### src/rtl/operand_collector_if.sv
// Stream-to-frame handshake bundle for operand_collector.
// frame_cnt is present only when OPCOL_FRAME_CNT_EN is defined.
interface operand_collector_if #(
  parameter int DATA_W = 32,
  parameter int FCNT_W = 16
);
  logic              in_valid;
  logic              in_ready;
  logic [DATA_W-1:0] in_data;
  logic              in_last;
  logic              out_valid;
  logic              out_ready;
  logic [DATA_W-1:0] a;
  logic [DATA_W-1:0] b;
  logic [DATA_W-1:0] c;
  logic [DATA_W-1:0] d;
  logic [DATA_W-1:0] e;
  logic [2:0]        out_cnt;
`ifdef OPCOL_FRAME_CNT_EN
  logic [FCNT_W-1:0] frame_cnt;
`endif

  modport slave (
    input  in_valid, in_data, in_last, out_ready,
    output in_ready, out_valid, a, b, c, d, e, out_cnt
`ifdef OPCOL_FRAME_CNT_EN
    , output frame_cnt
`endif
  );

  modport master (
    output in_valid, in_data, in_last, out_ready,
    input  in_ready, out_valid, a, b, c, d, e, out_cnt
`ifdef OPCOL_FRAME_CNT_EN
    , input frame_cnt
`endif
  );
endinterface

### src/rtl/operand_collector.sv
// Packs a serial word stream into a zero-filled 5-slot frame a..e.
// Define OPCOL_FRAME_CNT_EN to add the frame_cnt handoff counter.
module operand_collector #(
  parameter int DATA_W = 32,
  parameter int FCNT_W = 16
) (
  input  logic                 clk,
  input  logic                 rst,
  operand_collector_if.slave   bus
);

  typedef enum logic {
    COLLECT = 1'b0,
    FULL    = 1'b1
  } state_t;

  state_t                      state_q, state_d;
  logic [2:0]                  idx_q, idx_d;
  logic [2:0]                  out_cnt_q, out_cnt_d;
  logic [4:0][DATA_W-1:0]      slot_q, slot_d;
`ifdef OPCOL_FRAME_CNT_EN
  logic [FCNT_W-1:0]           frame_cnt_q, frame_cnt_d;
`endif

  logic accept;
  logic handoff;

  assign accept  = bus.in_valid & (state_q == COLLECT);
  assign handoff = bus.out_ready & (state_q == FULL);

  always_comb begin
    state_d   = state_q;
    idx_d     = idx_q;
    out_cnt_d = out_cnt_q;
    slot_d    = slot_q;
`ifdef OPCOL_FRAME_CNT_EN
    frame_cnt_d = frame_cnt_q;
`endif
    unique case (state_q)
      COLLECT: begin
        if (accept) begin
          for (int i = 0; i < 5; i++) begin
            if (idx_q == 3'(i)) slot_d[i] = bus.in_data;
          end
          idx_d = idx_q + 3'd1;
          if (idx_q == 3'd4 || bus.in_last) begin
            state_d   = FULL;
            out_cnt_d = idx_q + 3'd1;
          end
        end
      end
      FULL: begin
        if (handoff) begin
          state_d   = COLLECT;
          idx_d     = 3'd0;
          out_cnt_d = 3'd0;
          slot_d    = '0;
`ifdef OPCOL_FRAME_CNT_EN
          frame_cnt_d = frame_cnt_q + FCNT_W'(1);
`endif
        end
      end
      default: state_d = COLLECT;
    endcase
  end

  always_ff @(posedge clk or posedge rst) begin
    if (rst) begin
      state_q   <= COLLECT;
      idx_q     <= 3'd0;
      out_cnt_q <= 3'd0;
      slot_q    <= '0;
`ifdef OPCOL_FRAME_CNT_EN
      frame_cnt_q <= '0;
`endif
    end else begin
      state_q   <= state_d;
      idx_q     <= idx_d;
      out_cnt_q <= out_cnt_d;
      slot_q    <= slot_d;
`ifdef OPCOL_FRAME_CNT_EN
      frame_cnt_q <= frame_cnt_d;
`endif
    end
  end

  // Handshake flags decode the state directly, never the inputs.
  assign bus.in_ready  = (state_q == COLLECT);
  assign bus.out_valid = (state_q == FULL);
  assign bus.a         = slot_q[0];
  assign bus.b         = slot_q[1];
  assign bus.c         = slot_q[2];
  assign bus.d         = slot_q[3];
  assign bus.e         = slot_q[4];
  assign bus.out_cnt   = out_cnt_q;
`ifdef OPCOL_FRAME_CNT_EN
  assign bus.frame_cnt = frame_cnt_q;
`endif

endmodule

### src/flat_wrapper.sv
// flat-port wrapper written by rule: the top's interface ports become plain ports
module operand_collector_flat 
#(
  parameter int DATA_W = 32,
  parameter int FCNT_W = 16
)
  (clk, rst, bus_in_valid, bus_in_data, bus_in_last, bus_out_ready, bus_in_ready, bus_out_valid, bus_a, bus_b, bus_c, bus_d, bus_e, bus_out_cnt);
  operand_collector_if #(.DATA_W(DATA_W), .FCNT_W(FCNT_W)) bus_i ();
  input  logic clk;
  input  logic rst;
  input wire logic [$bits(bus_i.in_valid)-1:0] bus_in_valid;
  input wire logic [$bits(bus_i.in_data)-1:0] bus_in_data;
  input wire logic [$bits(bus_i.in_last)-1:0] bus_in_last;
  input wire logic [$bits(bus_i.out_ready)-1:0] bus_out_ready;
  output wire logic [$bits(bus_i.in_ready)-1:0] bus_in_ready;
  output wire logic [$bits(bus_i.out_valid)-1:0] bus_out_valid;
  output wire logic [$bits(bus_i.a)-1:0] bus_a;
  output wire logic [$bits(bus_i.b)-1:0] bus_b;
  output wire logic [$bits(bus_i.c)-1:0] bus_c;
  output wire logic [$bits(bus_i.d)-1:0] bus_d;
  output wire logic [$bits(bus_i.e)-1:0] bus_e;
  output wire logic [$bits(bus_i.out_cnt)-1:0] bus_out_cnt;
  assign bus_i.in_valid = bus_in_valid;
  assign bus_i.in_data = bus_in_data;
  assign bus_i.in_last = bus_in_last;
  assign bus_i.out_ready = bus_out_ready;
  assign bus_in_ready = bus_i.in_ready;
  assign bus_out_valid = bus_i.out_valid;
  assign bus_a = bus_i.a;
  assign bus_b = bus_i.b;
  assign bus_c = bus_i.c;
  assign bus_d = bus_i.d;
  assign bus_e = bus_i.e;
  assign bus_out_cnt = bus_i.out_cnt;
  operand_collector #(.DATA_W(DATA_W), .FCNT_W(FCNT_W)) u_core (.clk(clk), .rst(rst), .bus(bus_i));
endmodule
### config.mk
export PLATFORM = sky130hd
export DESIGN_NAME = operand_collector_flat
export DESIGN_NICKNAME = d
export VERILOG_FILES = /design/src/rtl/operand_collector_if.sv /design/src/rtl/operand_collector.sv /design/src/flat_wrapper.sv
export SDC_FILE = /design/constraint.sdc
export NUM_CORES = 1
export LEC_CHECK = 0
export ABC_AREA = 1
export CAP_MARGIN = 20
export CORE_MARGIN = 2
export CORE_UTILIZATION = 44
export DETAILED_ROUTE_END_ITERATION = 12
export PLACE_DENSITY_LB_ADDON = 0.05
export SYNTH_ARGS = -nofsm -noshare
export SYNTH_HDL_FRONTEND = slang
export SYNTH_SLANG_ARGS = --single-unit
### constraint.sdc
create_clock -name clk -period 9.3 [get_ports clk]
set_input_delay 0.93 -clock clk [delete_from_list [all_inputs] [get_ports clk]]
set_output_delay 0.93 -clock clk [all_outputs]
set_load 0.02 [all_outputs]
==> results of run 1 <==
[power by group through the flow]
stage,combinational [µW],sequential [µW],clock (µW)
finish,1560,1210,753
global route,1690,1240,790
CTS,1560,1210,758
detailed placement,1560,1220,0
global placement,1540,1220,0
floorplan,461,1520,0
[layer usage]
layer,vias to the layer above,wire (µm),GRT usage [%]
li1,3019,-,-
met1,3119,9720,37.2
met2,257,10300,41.4
met3,27,1780,6.88
met4,0,349,8.51
met5,-,0,0
[cell type report]
| class | count | area (µm²) | area share [%] |
|---|---|---|---|
| repair buffers | 212 | 2150 | 21.8 |
| inverters | 45 | 174 | 1.76 |
| clock inverters | 12 | 176 | 1.78 |
| clock buffers | 20 | 447 | 4.52 |
| flip-flops and latches | 167 | 4180 | 42.3 |
| multi-input cells | 551 | 2490 | 25.1 |
| well taps | 216 | 270 | 2.73 |
[cells in the final DEF (no fill, tap or decap), drive strengths merged, types with 5 or more instances in the layout]
cell type,synthesis,layout
inv,45,45
clkbuf,15,20
nand2,243,243
ha,5,5
buf,47,11
clkinv,0,6
clkdlybuf4s50,0,201
nand3,259,259
nor2,39,39
dfrtp,167,167
[metrics by stage]
stage / std cells / util, % / hold slack, ns
after floorplan: 825 / - / 0.540
after global placement: 1188 / 58.0 / 0.454
after detailed placement: 1188 / 58.0 / 0.458
after CTS: 1220 / 62.0 / 0.472
after global routing: 1223 / 62.5 / 0.519
final: 1223 / 62.5 / 0.468
[worst reg2reg max path: stages (launching register included)]
cell and delay (ns):
dfrtp_2 0.90, nand2_4 0.48, nand2_2 0.70, nand2_1 0.57, buf_16 0.33, nand2_1 0.09, nand2_1 0.05
[flip-flops by register name (all words and copies together) (netlist names)]
| register | count |
|---|---|
| u_core.bus.a | 32 |
| u_core.bus.b | 32 |
| u_core.bus.c | 32 |
| u_core.bus.d | 32 |
| u_core.bus.e | 32 |
| u_core.bus.out_cnt | 3 |
| u_core.bus.out_valid | 1 |
| u_core.idx_q | 3 |
[worst paths after layout]
path | start | to | cells after the start
max | u_core.bus.out_valid | u_core.bus.d[23] | 6
min | u_core.bus.d[1] | u_core.bus.d[1] | 2
max reg2reg | u_core.bus.out_valid | u_core.bus.d[23] | 6
min reg2reg | u_core.bus.d[1] | u_core.bus.d[1] | 2
max in group asynchronous | rst | u_core.bus.out_valid | 4
min in group asynchronous | rst | u_core.bus.e[25] | 2
[cell usage after synthesis]
library cell	number
dfrtp_1	167
buf_2	40
nor2_1	39
nand2_4	1
o21ai_0	2
buf_4	2
nand3_1	259
nand4_1	1
clkbuf_1	15
ha_1	5
buf_1	5
inv_1	45
nand2_1	241
nand2_2	1
o22ai_1	2
[cell families (layout without fill, tap and decap cells)]
family	count (synthesis)	count (layout)	synth area share, %
adder cells (fa/ha/maj)	5	5	0.882
AND/OR/NAND/NOR	542	542	33.4
AO/OA/AOI/OAI	4	4	0.317
buffers and inverters	107	289	6.47
flip-flops	167	167	58.9
==> results by group, run 1 <==
CTS
  – Post-CTS sizing: 0
  – Post-CTS Setup Bufs: 0
  – H-tree depth: 4
  – Clock tree buffer depth: 2
  – Clock latency on the worst-skew pair: 0.43 ns
  – Root buf cell: clkbuf_16
  – CTS tree: yes
  – CTS hold repair buffers: 0
  – Clk sinks: 167
  – Reg clk slew, reported paths: 0.06 ns
  – CTS Buf Count: 17

Power
  – Clock Power Share: 21.4%
  – Total Power: 3520 µW
  – P_leak: 0.00507 µW
  – Sequential share of power: 34.3%
  – Pwr Density: 356 nW/µm²
  – Comb power frac: 44.3%
  – Sw power: 1400 µW
  – Internal power: 2120 µW
  – Worst vdd ir: 0.000160 V
  – Switching Share: 39.8%

Worst setup path
  – Setup CP Type: reg2reg
  – CP required: 9.62 ns
  – Largest stage delay on the critical path: 0.90 ns
  – Slowest-stage cell, CP: dfrtp_2
  – Flop2flop setup slack: 6.06 ns
  – Crit-path max FO: 41
  – Crit-path cells: nand2_4, nand2_2, nand2_1, buf_16, nand2_1, nand2_1
  – CP startpoint kind: flop
  – Buf/Inv on CP: 1
  – Largest delay contributor family on the critical path: simple AND/OR/NAND/NOR gates
  – Arr. time, crit path: 3.56 ns
  – CP most frequent cell: nand2_1
  – Worst setup EP type: flop

Floorplanning
  – I/O Pins: 202
  – # rows: 46
  – Core Region: 15800 µm²
  – Die Y: 131 µm
  – Die footprint: 17200 µm²
  – Initial Util: 44.8%
  – Die Span X: 131 µm

Place
  – Port Buf Inserts: 201
  – Area after DPL: 9180 µm²
  – Post-DP HPWL: 14200 µm
  – Post-place setup slack: 5.48 ns
  – GP Congestion: 0.780

Logic synthesis
  – FF+latch count, synth: 167
  – Distinct cells, synth: 15
  – Yosys warning total: 0
  – Mean Syn Cell Area: 8.60 µm²
  – Synth area leaders: dfrtp_1 (59%), nand3_1 (18%), nand2_1 (13%), buf_2 (2.8%), inv_1 (2.4%)
  – Post-Syn Area: 7090 µm²
  – Post-synth top area cell: dfrtp_1
  – Post-synth top area share: 58.9%
  – Mapped Nets: 867
  – Post-synthesis cell count: 825
  – Seq/Total Area, Yosys: 58.9%

Timing
  – RSZ-0062 raised after global routing: no
  – Final min period: 3.24 ns
  – Fin Setup TNS: 0 ns
  – Final Slew Violations: 0
  – Ratio of final minimum period to clock period: 34.8%
  – PnR worst setup slack: 6.06 ns
  – Final hold violations: 0
  – F_max: 0.309 GHz
  – Slew margin rel.: 30.7%
  – Skew final: 0.00997 ns
  – Worst-Margin Slew: 1.04 ns
  – Final setup vio count: 0

Global route
  – Pin count of the biggest net entering global routing: 109
  – Number of global-route vias before repair: 6156
  – Total track usage: 26.7%
  – Total gr overflow: 0
  – Initial antenna violation count: 0
  – First-pass GRT wire length: 34800 µm

Route
  – DRC Markers: 0
  – DR vias: 6422
  – Vias per cell: 5.25
  – Iteration-0 DRC Markers: 437
  – WL final: 22200 µm
  – DRT Pass-1 Iters: 5
  – WL/cell: 18.1 µm
  – Antenna-violating nets left: 0

Finish
  – Layout area overhead: 39.4%
  – Final #Nets: 1036
  – Final Cell Area: 9890 µm²
  – FILL cells: 1399
  – Share of post-route cells with drive strength above 1: 4.87%
  – ANT cells: 0

Run status
  – Outcome: complete, no violations

Hold path
  – Worst min path class: reg2reg

Run
  – Max Cap Viol: 0
No activity file was read; power rests on OpenSTA's default activity.
==> run 2, diff against run 1 <==
Settings changed: CORE_UTILIZATION 44 to 43.
Clock period 9.3 ns to 2.7 ns, I/O delays scaled along.
==> run 2 against run 1 <==
Against the previous run: combinational power increased to 3.5 times the previous value; count of clock-buffer cells in the layout increased by 3; via count increased by 0.20%; critical path depth decreased by 4; worst hold slack got worse by 0.15 ns; utilization decreased by 0.74 points; global-route usage decreased by 1.7 points; die area increased by 2.2%; largest power group unchanged.
==> results by group, run 2 (synthesis gave the netlist of run 1 again) <==
Run status
  – Outcome: complete, no violations

Power
  – Clock Power Share: 19.5%
  – Internal power: 7120 µW
  – Sequential share of power: 34.9%
  – P_leak: 0.00509 µW
  – Pwr Density: 1210 nW/µm²
  – Switching Share: 40.2%
  – Worst vdd ir: 0.000573 V
  – Comb power frac: 45.6%
  – Sw power: 4790 µW

Worst setup path
  – CP required: 2.43 ns
  – Crit-path max FO: 23
  – Arr. time, crit path: 2.10 ns
  – CP startpoint kind: flop
  – Critical R2R Launch: u_core.bus.out_valid
  – Setup CP Type: reg2out
  – Critical Path Start: u_core.bus.out_valid
  – Worst setup EP type: primary output
  – Flop2flop setup slack: 0.77 ns

Place
  – Port Buf Inserts: 201
  – # placed instances: 1204
  – GP Congestion: 0.846
  – Post-DP HPWL: 14200 µm

CTS
  – Post-CTS sizing: 0
  – Reg clk slew, reported paths: 0.06 ns
  – Root buf cell: clkbuf_16
  – CTS Buf Count: 17
  – Clk sinks: 167
  – Clock tree buffer depth: 2
  – CTS tree: yes
  – CTS hold repair buffers: 0
  – Post-CTS Setup Bufs: 0
  – H-tree depth: 4
  – Clock latency on the worst-skew pair: 0.43 ns

Finish
  – Non-filler cells in the finished layout: 1235
  – Share of post-route cells with drive strength above 1: 5.89%
  – FILL cells: 1464
  – Final #Nets: 1049
  – ANT cells: 0
  – Layout area overhead: 39.2%
  – Most common cell after layout, fill and taps aside: nand3_1
  – Leading cell types in the layout, fill and taps excluded: nand3_1 (259), nand2_1 (241), clkdlybuf4s50_1 (201)

Route
  – WL/cell: 17.6 µm
  – WL final: 21700 µm
  – Vias per cell: 5.21
  – DRC Markers: 0
  – DR vias: 6435
  – DRT Pass-1 Iters: 6
  – Antenna-violating nets left: 0
  – Iteration-0 DRC Markers: 605

Timing
  – F_max: 0.423 GHz
  – Skew final: 0.00749 ns
  – Final hold violations: 0
  – Hold Slack: 0.317 ns
  – RSZ-0062 raised after global routing: no
  – Fin Setup TNS: 0 ns
  – Worst-Margin Slew: 0.789 ns
  – Final min period: 2.37 ns
  – Final Slew Violations: 0
  – Ratio of final minimum period to clock period: 87.6%
  – Final setup vio count: 0
  – Slew margin rel.: 47.4%

Global route
  – Pin count of the biggest net entering global routing: 141
  – Total gr overflow: 0
  – Initial antenna violation count: 0
  – Number of global-route vias before repair: 6161
  – First-pass GRT wire length: 34500 µm
  – Total track usage: 25.0%

Floorplanning
  – Core Region: 16000 µm²
  – I/O Pins: 202
  – Initial Util: 44.3%
  – Die Y: 132 µm
  – Die Span X: 132 µm
  – # rows: 46
  – Die footprint: 17500 µm²

Run
  – Max Cap Viol: 0

Hold path
  – Worst min path class: in2async
run 2: critical path, cell delays in order (launching register included):
cell	delay, ns
dfrtp_2	0.70
buf_4	0.32
clkdlybuf4s50_1	0.65
run 2: final cells by class:
| cell class | instances | area, µm² | share of cell area, % |
|---|---|---|---|
| clock inverter | 8 | 73.8 | 0.747 |
| sequential | 167 | 4180 | 42.3 |
| multi-input combinational | 551 | 2490 | 25.2 |
| tap | 216 | 270 | 2.74 |
| clock buffer | 23 | 478 | 4.84 |
| inverter | 45 | 173 | 1.75 |
| timing repair buffer | 225 | 2220 | 22.4 |
run 2: worst paths after layout:
path	to	cells past startpoint
worst max register to register	u_core.bus.d[31]	7
worst max-delay path	bus_out_valid	2
worst min-delay path	u_core.bus.e[28]	3
max in group asynchronous	u_core.bus.d[27]	3
min in group clk	u_core.bus.e[8]	3
worst min register to register	u_core.bus.d[28]	2
run 2: power groups by stage:
| stage | Clock (µW) | Combinational (µW) | Sequential (µW) |
|---|---|---|---|
| 6_report | 2320 | 5430 | 4160 |
| 5_1_grt | 2450 | 5830 | 4270 |
| 4_1_cts | 2340 | 5470 | 4150 |
| 3_5_place_dp | 0 | 5460 | 4180 |
| 3_3_place_gp | 0 | 5400 | 4180 |
| 2_1_floorplan | 0 | 1590 | 5240 |
run 2: per-layer routing:
metal,routed length [µm],up-vias,GRT usage [%],part of all wire [%]
li1,-,3037,-,-
met1,9530,3103,34.3,44
met2,9910,265,38.4,46
met3,1960,30,8.31,9.0
met4,311,0,6.51,1.4
met5,0,-,0,0
run 2: per-stage QoR:
stage          cell area (µm²)  total power [µW]  util, %  worst slack, ns
6_report                  9880             11900     61.7            0.334
5_1_grt                   9880             12500     61.7            0.264
4_1_cts                   9880             12000     61.7            0.326
3_5_place_dp              9330              9640     58.3            0.608
3_3_place_gp              9330              9580     58.3            0.702
2_1_floorplan             7100              6820        -            0.303
